**src/rtl/alu_packet_sequencer_if.sv**
```systemverilog
// Byte-stream and ALU-control bundle for the packet sequencer.
// master is the sequencer side; slave is the UART/ALU side.
interface alu_packet_sequencer_if;
    logic [7:0]  rx_data_i;
    logic        rx_valid_i;
    logic        rx_ready_o;
    logic [7:0]  tx_data_o;
    logic        tx_valid_o;
    logic        tx_ready_i;
    logic [7:0]  alu_op_o;
    logic [31:0] alu_a_o;
    logic [31:0] alu_b_o;
    logic        alu_start_o;
    logic        alu_done_i;
    logic [31:0] alu_result_i;

    modport master (
        input  rx_data_i, rx_valid_i, tx_ready_i, alu_done_i, alu_result_i,
        output rx_ready_o, tx_data_o, tx_valid_o, alu_op_o, alu_a_o, alu_b_o, alu_start_o
    );

    modport slave (
        output rx_data_i, rx_valid_i, tx_ready_i, alu_done_i, alu_result_i,
        input  rx_ready_o, tx_data_o, tx_valid_o, alu_op_o, alu_a_o, alu_b_o, alu_start_o
    );
endinterface

```
**src/rtl/alu_packet_sequencer.sv**
```systemverilog
// Parses framed command packets from the RX byte stream, echoes payload or
// reduces little-endian 32-bit operands through the ALU, and returns the result.
module alu_packet_sequencer #(
    parameter logic [7:0] OPC_ECHO = 8'hEC,
    parameter logic [7:0] OPC_ADD  = 8'hAD,
    parameter logic [7:0] OPC_MUL  = 8'hAC,
    parameter logic [7:0] OPC_DIV  = 8'hD1
) (
    input  logic                          clk,
    input  logic                          rst,
    alu_packet_sequencer_if.master        bus,
    output logic                          busy_o,
    output logic                          err_o
);
    typedef enum logic [3:0] {
        S_HDR0, S_HDR1, S_HDR2, S_HDR3, S_ECHO,
        S_COLLECT, S_EXEC, S_WAIT, S_DRAIN, S_SEND
    } state_t;

    state_t      state_q, state_d;
    logic [7:0]  op_q, op_d;
    logic [7:0]  len_lo_q, len_lo_d;
    logic [15:0] rem_q, rem_d;
    logic [31:0] acc_q, acc_d;
    logic [31:0] opnd_q, opnd_d;
    logic [1:0]  byte_cnt_q, byte_cnt_d;
    logic        have_acc_q, have_acc_d;
    logic [7:0]  tx_data_q, tx_data_d;
    logic        tx_valid_q, tx_valid_d;
    logic [1:0]  tx_idx_q, tx_idx_d;
    logic        err_q, err_d;

    logic        rx_ready, rx_fire, tx_fire;
    logic [15:0] len_full, rem_hdr;
    logic [31:0] opnd_next;

    always_comb begin
        rx_ready = 1'b0;
        case (state_q)
            S_HDR0, S_HDR1, S_HDR2, S_HDR3, S_COLLECT, S_DRAIN: rx_ready = 1'b1;
            S_ECHO:                                              rx_ready = ~tx_valid_q;
            default:                                             rx_ready = 1'b0;
        endcase
        if (rst) rx_ready = 1'b0;
    end

    assign rx_fire   = bus.rx_valid_i & rx_ready;
    assign tx_fire   = tx_valid_q & bus.tx_ready_i;
    assign len_full  = {bus.rx_data_i, len_lo_q};
    assign rem_hdr   = (len_full < 16'd4) ? 16'd0 : len_full - 16'd4;
    // Little-endian: each new byte lands in the top lane and older bytes shift down.
    assign opnd_next = {bus.rx_data_i, opnd_q[31:8]};

    always_comb begin
        state_d    = state_q;
        op_d       = op_q;
        len_lo_d   = len_lo_q;
        rem_d      = rem_q;
        acc_d      = acc_q;
        opnd_d     = opnd_q;
        byte_cnt_d = byte_cnt_q;
        have_acc_d = have_acc_q;
        tx_data_d  = tx_data_q;
        tx_valid_d = tx_valid_q;
        tx_idx_d   = tx_idx_q;
        err_d      = 1'b0;

        case (state_q)
            S_HDR0: if (rx_fire) begin
                op_d    = bus.rx_data_i;
                state_d = S_HDR1;
            end
            S_HDR1: if (rx_fire) state_d = S_HDR2;
            S_HDR2: if (rx_fire) begin
                len_lo_d = bus.rx_data_i;
                state_d  = S_HDR3;
            end
            S_HDR3: if (rx_fire) begin
                rem_d      = rem_hdr;
                byte_cnt_d = 2'd0;
                have_acc_d = 1'b0;
                if (rem_hdr == 16'd0)                                    state_d = S_HDR0;
                else if (op_q == OPC_ECHO)                               state_d = S_ECHO;
                else if (op_q == OPC_ADD || op_q == OPC_MUL || op_q == OPC_DIV) state_d = S_COLLECT;
                else begin
                    err_d   = 1'b1;
                    state_d = S_DRAIN;
                end
            end
            S_ECHO: begin
                if (rx_fire) begin
                    tx_data_d  = bus.rx_data_i;
                    tx_valid_d = 1'b1;
                    rem_d      = rem_q - 16'd1;
                end
                if (tx_fire) begin
                    tx_valid_d = 1'b0;
                    if (rem_q == 16'd0) state_d = S_HDR0;
                end
            end
            S_COLLECT: if (rx_fire) begin
                rem_d      = rem_q - 16'd1;
                opnd_d     = opnd_next;
                byte_cnt_d = byte_cnt_q + 2'd1;
                if (byte_cnt_q == 2'd3 && !have_acc_q) begin
                    acc_d      = opnd_next;
                    have_acc_d = 1'b1;
                    if (rem_q == 16'd1) state_d = S_SEND;
                end else if (byte_cnt_q == 2'd3) begin
                    state_d = S_EXEC;
                end else if (rem_q == 16'd1) begin
                    // Packet ended inside a partial operand; its bytes are dropped.
                    state_d = have_acc_q ? S_SEND : S_HDR0;
                end
            end
            S_EXEC: state_d = S_WAIT;
            S_WAIT: if (bus.alu_done_i) begin
                acc_d   = bus.alu_result_i;
                state_d = (rem_q == 16'd0) ? S_SEND : S_COLLECT;
            end
            S_DRAIN: if (rx_fire) begin
                rem_d = rem_q - 16'd1;
                if (rem_q == 16'd1) state_d = S_HDR0;
            end
            S_SEND: if (tx_fire) begin
                if (tx_idx_q == 2'd3) begin
                    tx_valid_d = 1'b0;
                    state_d    = S_HDR0;
                end else begin
                    tx_idx_d  = tx_idx_q + 2'd1;
                    tx_data_d = acc_q[{tx_idx_d, 3'b000} +: 8];
                end
            end
            default: state_d = S_HDR0;
        endcase

        // Any entry into SEND presents the low result byte on the very next cycle.
        if (state_d == S_SEND && state_q != S_SEND) begin
            tx_valid_d = 1'b1;
            tx_idx_d   = 2'd0;
            tx_data_d  = acc_d[7:0];
        end
    end

    always_ff @(posedge clk) begin
        if (rst) begin
            state_q    <= S_HDR0;
            op_q       <= 8'd0;
            len_lo_q   <= 8'd0;
            rem_q      <= 16'd0;
            acc_q      <= 32'd0;
            opnd_q     <= 32'd0;
            byte_cnt_q <= 2'd0;
            have_acc_q <= 1'b0;
            tx_data_q  <= 8'd0;
            tx_valid_q <= 1'b0;
            tx_idx_q   <= 2'd0;
            err_q      <= 1'b0;
        end else begin
            state_q    <= state_d;
            op_q       <= op_d;
            len_lo_q   <= len_lo_d;
            rem_q      <= rem_d;
            acc_q      <= acc_d;
            opnd_q     <= opnd_d;
            byte_cnt_q <= byte_cnt_d;
            have_acc_q <= have_acc_d;
            tx_data_q  <= tx_data_d;
            tx_valid_q <= tx_valid_d;
            tx_idx_q   <= tx_idx_d;
            err_q      <= err_d;
        end
    end

    assign bus.rx_ready_o  = rx_ready;
    assign bus.tx_data_o   = tx_data_q;
    assign bus.tx_valid_o  = tx_valid_q;
    assign bus.alu_op_o    = op_q;
    assign bus.alu_a_o     = acc_q;
    assign bus.alu_b_o     = opnd_q;
    assign bus.alu_start_o = (state_q == S_EXEC);
    assign busy_o          = (state_q != S_HDR0);
    assign err_o           = err_q;
endmodule

```
**src/flat_wrapper.sv**
```systemverilog
// flat-port wrapper written by rule: the top's interface ports become plain ports
module alu_packet_sequencer_flat 
#(
    parameter logic [7:0] OPC_ECHO = 8'hEC,
    parameter logic [7:0] OPC_ADD  = 8'hAD,
    parameter logic [7:0] OPC_MUL  = 8'hAC,
    parameter logic [7:0] OPC_DIV  = 8'hD1
)
  (clk, rst, busy_o, err_o, bus_rx_data_i, bus_rx_valid_i, bus_tx_ready_i, bus_alu_done_i, bus_alu_result_i, bus_rx_ready_o, bus_tx_data_o, bus_tx_valid_o, bus_alu_op_o, bus_alu_a_o, bus_alu_b_o, bus_alu_start_o);
  alu_packet_sequencer_if bus_i ();
  input  logic clk;
  input  logic rst;
  output logic busy_o;
  output logic err_o;
  input wire logic [$bits(bus_i.rx_data_i)-1:0] bus_rx_data_i;
  input wire logic [$bits(bus_i.rx_valid_i)-1:0] bus_rx_valid_i;
  input wire logic [$bits(bus_i.tx_ready_i)-1:0] bus_tx_ready_i;
  input wire logic [$bits(bus_i.alu_done_i)-1:0] bus_alu_done_i;
  input wire logic [$bits(bus_i.alu_result_i)-1:0] bus_alu_result_i;
  output wire logic [$bits(bus_i.rx_ready_o)-1:0] bus_rx_ready_o;
  output wire logic [$bits(bus_i.tx_data_o)-1:0] bus_tx_data_o;
  output wire logic [$bits(bus_i.tx_valid_o)-1:0] bus_tx_valid_o;
  output wire logic [$bits(bus_i.alu_op_o)-1:0] bus_alu_op_o;
  output wire logic [$bits(bus_i.alu_a_o)-1:0] bus_alu_a_o;
  output wire logic [$bits(bus_i.alu_b_o)-1:0] bus_alu_b_o;
  output wire logic [$bits(bus_i.alu_start_o)-1:0] bus_alu_start_o;
  assign bus_i.rx_data_i = bus_rx_data_i;
  assign bus_i.rx_valid_i = bus_rx_valid_i;
  assign bus_i.tx_ready_i = bus_tx_ready_i;
  assign bus_i.alu_done_i = bus_alu_done_i;
  assign bus_i.alu_result_i = bus_alu_result_i;
  assign bus_rx_ready_o = bus_i.rx_ready_o;
  assign bus_tx_data_o = bus_i.tx_data_o;
  assign bus_tx_valid_o = bus_i.tx_valid_o;
  assign bus_alu_op_o = bus_i.alu_op_o;
  assign bus_alu_a_o = bus_i.alu_a_o;
  assign bus_alu_b_o = bus_i.alu_b_o;
  assign bus_alu_start_o = bus_i.alu_start_o;
  alu_packet_sequencer #(.OPC_ECHO(OPC_ECHO), .OPC_ADD(OPC_ADD), .OPC_MUL(OPC_MUL), .OPC_DIV(OPC_DIV)) u_core (.clk(clk), .rst(rst), .bus(bus_i), .busy_o(busy_o), .err_o(err_o));
endmodule
```
**config.mk**
```make
export PLATFORM = sky130hd
export DESIGN_NAME = alu_packet_sequencer_flat
export DESIGN_NICKNAME = d
export VERILOG_FILES = /design/src/rtl/alu_packet_sequencer_if.sv /design/src/rtl/alu_packet_sequencer.sv /design/src/flat_wrapper.sv
export SDC_FILE = /design/constraint.sdc
export NUM_CORES = 1
export LEC_CHECK = 0
export BUFFER_PORTS_ARGS = -buffer_cell sky130_fd_sc_hd__buf_4
export CAP_MARGIN = 15
export CORE_MARGIN = 5
export CORE_UTILIZATION = 34
export DETAILED_ROUTE_END_ITERATION = 10
export PLACE_DENSITY_LB_ADDON = 0.12
export REMOVE_ABC_BUFFERS = 1
export SYNTH_ARGS = -nofsm -noshare
export SYNTH_HDL_FRONTEND = slang
export SYNTH_SLANG_ARGS = --single-unit
```
**constraint.sdc**
```tcl
create_clock -name clk -period 3.9 [get_ports clk]
set_input_delay 0.39 -clock clk [delete_from_list [all_inputs] [get_ports clk]]
set_output_delay 0.39 -clock clk [all_outputs]
set_load 0.01 [all_outputs]
```
==> reports/results.md <==
• **number of warnings printed during yosys synthesis** 0
• **area enclosed by the die boundary** 20300 um2
• **final weighted congestion of routability-driven global placement** 0.881
• **number of enable flip-flop cells after synthesis** 0
• **vertical die dimension** 142 um
• **DR vias** 5910
• **number of buffers created by CTS** 17
• **antenna-violating nets left** 0
• **placed standard-cell area** 7100 um2
• **number of buffer cells added on primary ports** 129
• **global-route wire length before repair** 31.3 mm
• **Max IR drop VDD** 0.000298 V
• **antenna violations before repair** 0
• **top_reg_cell synth** sky130_fd_sc_hd__dfxtp_1
• **Setup crit start kind** flip-flop
• **Die W** 142 um
• **area share of the leading cell type in the synthesized netlist** 0.386
• **clock latency on the worst-skew pair** 0.41 ns
• **Layout Nets** 893
• **count of instances resized after the clock tree is built** 0
• **count of hold-fix buffers inserted at cts** 0
• **instance count of the mapped netlist** 738
• **Global Route met2 Usage** 0.310
• **Post-Syn Area** 5970 um2
• **average detailed-routed wire length per instance** 18.1 um
• **clock slew at the register clock pins of the worst setup and hold paths** 0.06 ns
• **top area cells in the synthesized netlist** sky130_fd_sc_hd__dfxtp_1, sky130_fd_sc_hd__a21oi_1, sky130_fd_sc_hd__nand2_1
• **number of clock sinks** 115
• **max-cap violations** 0
• **effective utilization at floorplan** 0.346
• **estimated wirelength of the detail-placed design** 14.0 mm
• **endpoint required time on the critical path** 4.20 ns
• **worst max-slew margin expressed relative to the limit** 0.264
• **first-pass detailed-route iteration total** 5
• **total count of hold-check failures in the final report** 0
• **Max Buffers Root-to-Sink** 2
• **hold slack final** 0.262 ns
• **path type of the worst min-delay path** in -> reg
• **total of endpoints with negative setup slack in the final report** 0
• **part of the Yosys area used for sequential elements** 0.386
• **CTS tree** yes
• **Power Density** 388 nW/um2
• **Core ar.** 17200 um2
• **time the worst path needs with I/O delays and setup** 3.10 ns
• **final worst path period share** 0.795
• **DRC errors left** 0
• **outcome** completed
• **count of inserted antenna diode cells** 0
• **crit path max fanout** 22
• **synthesis-stage register bit count** 115
• **Row Count** 48
• **static leakage** 3.16 nW
• **post-detailed-route via-to-cell ratio** 5.48
• **Clock Tree Root** sky130_fd_sc_hd__clkbuf_16
• **Critical Path AT** 3.40 ns
• **met3 Resource Use GR** 0.0655
• **transition time at the pin with the least slew margin** 1.10 ns
• **sort of element at the end of the critical path** flip-flop
• **First DRT Iteration DRCs** 385
• **share of post-route cells with drive strength above 1** 0.234
• **max-slew violation count** 0
• **total grt overflow** 0
• **area growth from synthesis to final layout** 29.1%
• **Setup Skew** 0.0115 ns
• **GRT Util Overall** 0.193
• **via count of the first global-routing pass** 5835
• **post-synthesis cell type with the largest combined area** sky130_fd_sc_hd__dfxtp_1
• **async set-reset flop share out of synthesis** 0
• **Peak Freq** 0.323 GHz
• **unrepaired setup endpoints after global routing** false
• **distinct cell type count of the synthesized netlist** 64
• **global routing usage on met1** 0.246
• **number of setup buffers added after CTS** 0
• **Final Routed Wirelength** 19.5 mm
• **Top Ports** 130
• **number of H-tree levels** 4
• **Final Instance Area** 7700 um2
• **Top Usage Layer GRT** met2
• **largest net degree at the start of global routing** 79
• **category of the critical setup timing path** reg -> reg
• **Post-Syn Area per Cell** 8.09 um2
logic make-up (layout without fill, tap and decap cells):
kind of cell,count (synthesis),after routing,synth area share
muxes,36,36,0.0788
DFF,115,115,0.386
and+or+nand+nor,283,283,0.227
xor gates and xnor gates,11,11,0.0161
buffers and inverters,69,185,0.0491
adders and majority gates,5,5,0.0105
AOI/OAI and AO/OA,219,219,0.233
cells in the mapped netlist, types with 3 or more instances:
| cell | number |
|---|---|
| sky130_fd_sc_hd__or2_2 | 3 |
| sky130_fd_sc_hd__a22o_1 | 16 |
| sky130_fd_sc_hd__nor3_1 | 12 |
| sky130_fd_sc_hd__inv_1 | 9 |
| sky130_fd_sc_hd__or3_1 | 7 |
| sky130_fd_sc_hd__mux2_2 | 8 |
| sky130_fd_sc_hd__nor4_1 | 12 |
| sky130_fd_sc_hd__or4_1 | 4 |
| sky130_fd_sc_hd__o31ai_1 | 3 |
| sky130_fd_sc_hd__ha_1 | 5 |
| sky130_fd_sc_hd__nand4b_1 | 3 |
| sky130_fd_sc_hd__o21ai_1 | 9 |
| sky130_fd_sc_hd__clkbuf_1 | 50 |
| sky130_fd_sc_hd__a21oi_1 | 92 |
| sky130_fd_sc_hd__xnor2_1 | 8 |
| sky130_fd_sc_hd__nand2_1 | 118 |
| sky130_fd_sc_hd__a211o_1 | 8 |
| sky130_fd_sc_hd__buf_6 | 4 |
| sky130_fd_sc_hd__mux2i_1 | 20 |
| sky130_fd_sc_hd__a22oi_1 | 27 |
| sky130_fd_sc_hd__nand2b_1 | 4 |
| sky130_fd_sc_hd__nor4bb_1 | 3 |
| sky130_fd_sc_hd__a211oi_1 | 6 |
| sky130_fd_sc_hd__o21ai_0 | 20 |
| sky130_fd_sc_hd__buf_1 | 3 |
| sky130_fd_sc_hd__a31oi_1 | 5 |
| sky130_fd_sc_hd__and3_1 | 6 |
| sky130_fd_sc_hd__nand3_1 | 9 |
| sky130_fd_sc_hd__nor2b_1 | 23 |
| sky130_fd_sc_hd__mux4_2 | 8 |
| sky130_fd_sc_hd__dfxtp_1 | 115 |
| sky130_fd_sc_hd__nand4_1 | 3 |
| sky130_fd_sc_hd__o31a_1 | 4 |
| sky130_fd_sc_hd__nor2_1 | 62 |
| sky130_fd_sc_hd__xor2_1 | 3 |
| sky130_fd_sc_hd__a21o_1 | 9 |
flip-flops by register name, summed over array words and instances (netlist names):
name	cells
u_core.len_lo_q	8
u_core.rem_q	16
u_core.bus.alu_b_o	32
u_core.bus.tx_valid_o	1
u_core.state_q	4
u_core.byte_cnt_q	2
u_core.err_o	1
u_core.bus.tx_data_o	8
u_core.tx_idx_q	2
u_core.have_acc_q	1
u_core.bus.alu_op_o	8
u_core.bus.alu_a_o	32
final timing paths:
path / startpoint / to / slack, ns / cells after the start
worst max-delay path: u_core.state_q[1] / u_core.bus.tx_data_o[6] / 0.80 / 7
worst min register to register: u_core.bus.alu_b_o[4] / u_core.bus.alu_b_o[4] / 0.46 / 2
worst min-delay path: bus_alu_result_i[28] / u_core.bus.alu_a_o[28] / 0.26 / 3
worst max register to register: u_core.state_q[1] / u_core.bus.tx_data_o[6] / 0.80 / 7
stage by stage:
step           setup WS, ns  instances  total power [mW]   util  setup TNS [ns]
3_5_place_dp          0.709       1049              1.42  0.412               0
6_report              0.800       1079              2.99  0.447               0
2_1_floorplan        -0.438        678              1.31      -           -8.21
5_1_grt               0.593       1079              3.09  0.447               0
3_3_place_gp          0.767       1049              1.42  0.412               0
4_1_cts               0.807       1079              3.02  0.447               0
power by group:
part | switching (mW) | internal (mW)
clock network | 0.550 | 1.04
logic | 0.110 | 0.0821
registers | 0.0187 | 1.18
critical path: stages (launching register included):
cell	delay (ns)
sky130_fd_sc_hd__dfxtp_1	0.52
sky130_fd_sc_hd__o21a_1	0.30
sky130_fd_sc_hd__or3_1	0.36
sky130_fd_sc_hd__a2111oi_0	0.54
sky130_fd_sc_hd__o221ai_1	0.23
sky130_fd_sc_hd__o211a_1	0.38
sky130_fd_sc_hd__and3_1	0.32
sky130_fd_sc_hd__a211o_1	0.32
cell usage in the layout (no fill, tap or decap), types with 3 or more instances in the layout:
| master | synthesis | layout |
|---|---|---|
| sky130_fd_sc_hd__a21o_1 | 9 | 9 |
| sky130_fd_sc_hd__o21ai_0 | 20 | 20 |
| sky130_fd_sc_hd__clkbuf_8 | 0 | 3 |
| sky130_fd_sc_hd__nor2b_1 | 23 | 23 |
| sky130_fd_sc_hd__clkinvlp_4 | 0 | 4 |
| sky130_fd_sc_hd__xor2_1 | 3 | 3 |
| sky130_fd_sc_hd__mux2i_1 | 20 | 20 |
| sky130_fd_sc_hd__and3_1 | 6 | 6 |
| sky130_fd_sc_hd__bufinv_16 | 0 | 3 |
| sky130_fd_sc_hd__o31ai_1 | 3 | 3 |
| sky130_fd_sc_hd__o21ai_1 | 9 | 9 |
| sky130_fd_sc_hd__a211oi_1 | 6 | 6 |
| sky130_fd_sc_hd__or4_1 | 4 | 4 |
| sky130_fd_sc_hd__o31a_1 | 4 | 4 |
| sky130_fd_sc_hd__a31oi_1 | 5 | 5 |
| sky130_fd_sc_hd__or3_1 | 7 | 7 |
| sky130_fd_sc_hd__a21oi_1 | 92 | 92 |
| sky130_fd_sc_hd__dfxtp_1 | 115 | 115 |
| sky130_fd_sc_hd__or2_2 | 3 | 3 |
| sky130_fd_sc_hd__nand2_1 | 118 | 118 |
| sky130_fd_sc_hd__nand2b_1 | 4 | 4 |
| sky130_fd_sc_hd__nor4_1 | 12 | 12 |
| sky130_fd_sc_hd__xnor2_1 | 8 | 8 |
| sky130_fd_sc_hd__nand4b_1 | 3 | 3 |
| sky130_fd_sc_hd__inv_1 | 9 | 9 |
| sky130_fd_sc_hd__a211o_1 | 8 | 8 |
| sky130_fd_sc_hd__nand3_1 | 9 | 9 |
| sky130_fd_sc_hd__nand4_1 | 3 | 3 |
| sky130_fd_sc_hd__buf_4 | 0 | 146 |
| sky130_fd_sc_hd__ha_1 | 5 | 5 |
| sky130_fd_sc_hd__a22oi_1 | 27 | 27 |
| sky130_fd_sc_hd__a22o_1 | 16 | 16 |
| sky130_fd_sc_hd__nor2_1 | 62 | 61 |
| sky130_fd_sc_hd__mux2_2 | 8 | 8 |
| sky130_fd_sc_hd__clkbuf_16 | 0 | 17 |
| sky130_fd_sc_hd__mux4_2 | 8 | 8 |
| sky130_fd_sc_hd__nor3_1 | 12 | 12 |
layout make-up:
type | count | area [um2]
fillers | 1711 | 9530
repair buffers | 146 | 1100
multi-input cells | 554 | 3390
clock inverters | 9 | 130
clock buffers | 21 | 470
flip-flops and latches | 115 | 2300
inverters | 9 | 33.8
well taps | 225 | 282
metal layers:
layer	vias to the layer above	part of all wire
met5	-	0
li1	2869	-
met1	2832	0.44
met3	20	0.078
met2	189	0.48
met4	0	0.011
Power figures use the tool's default switching activity.
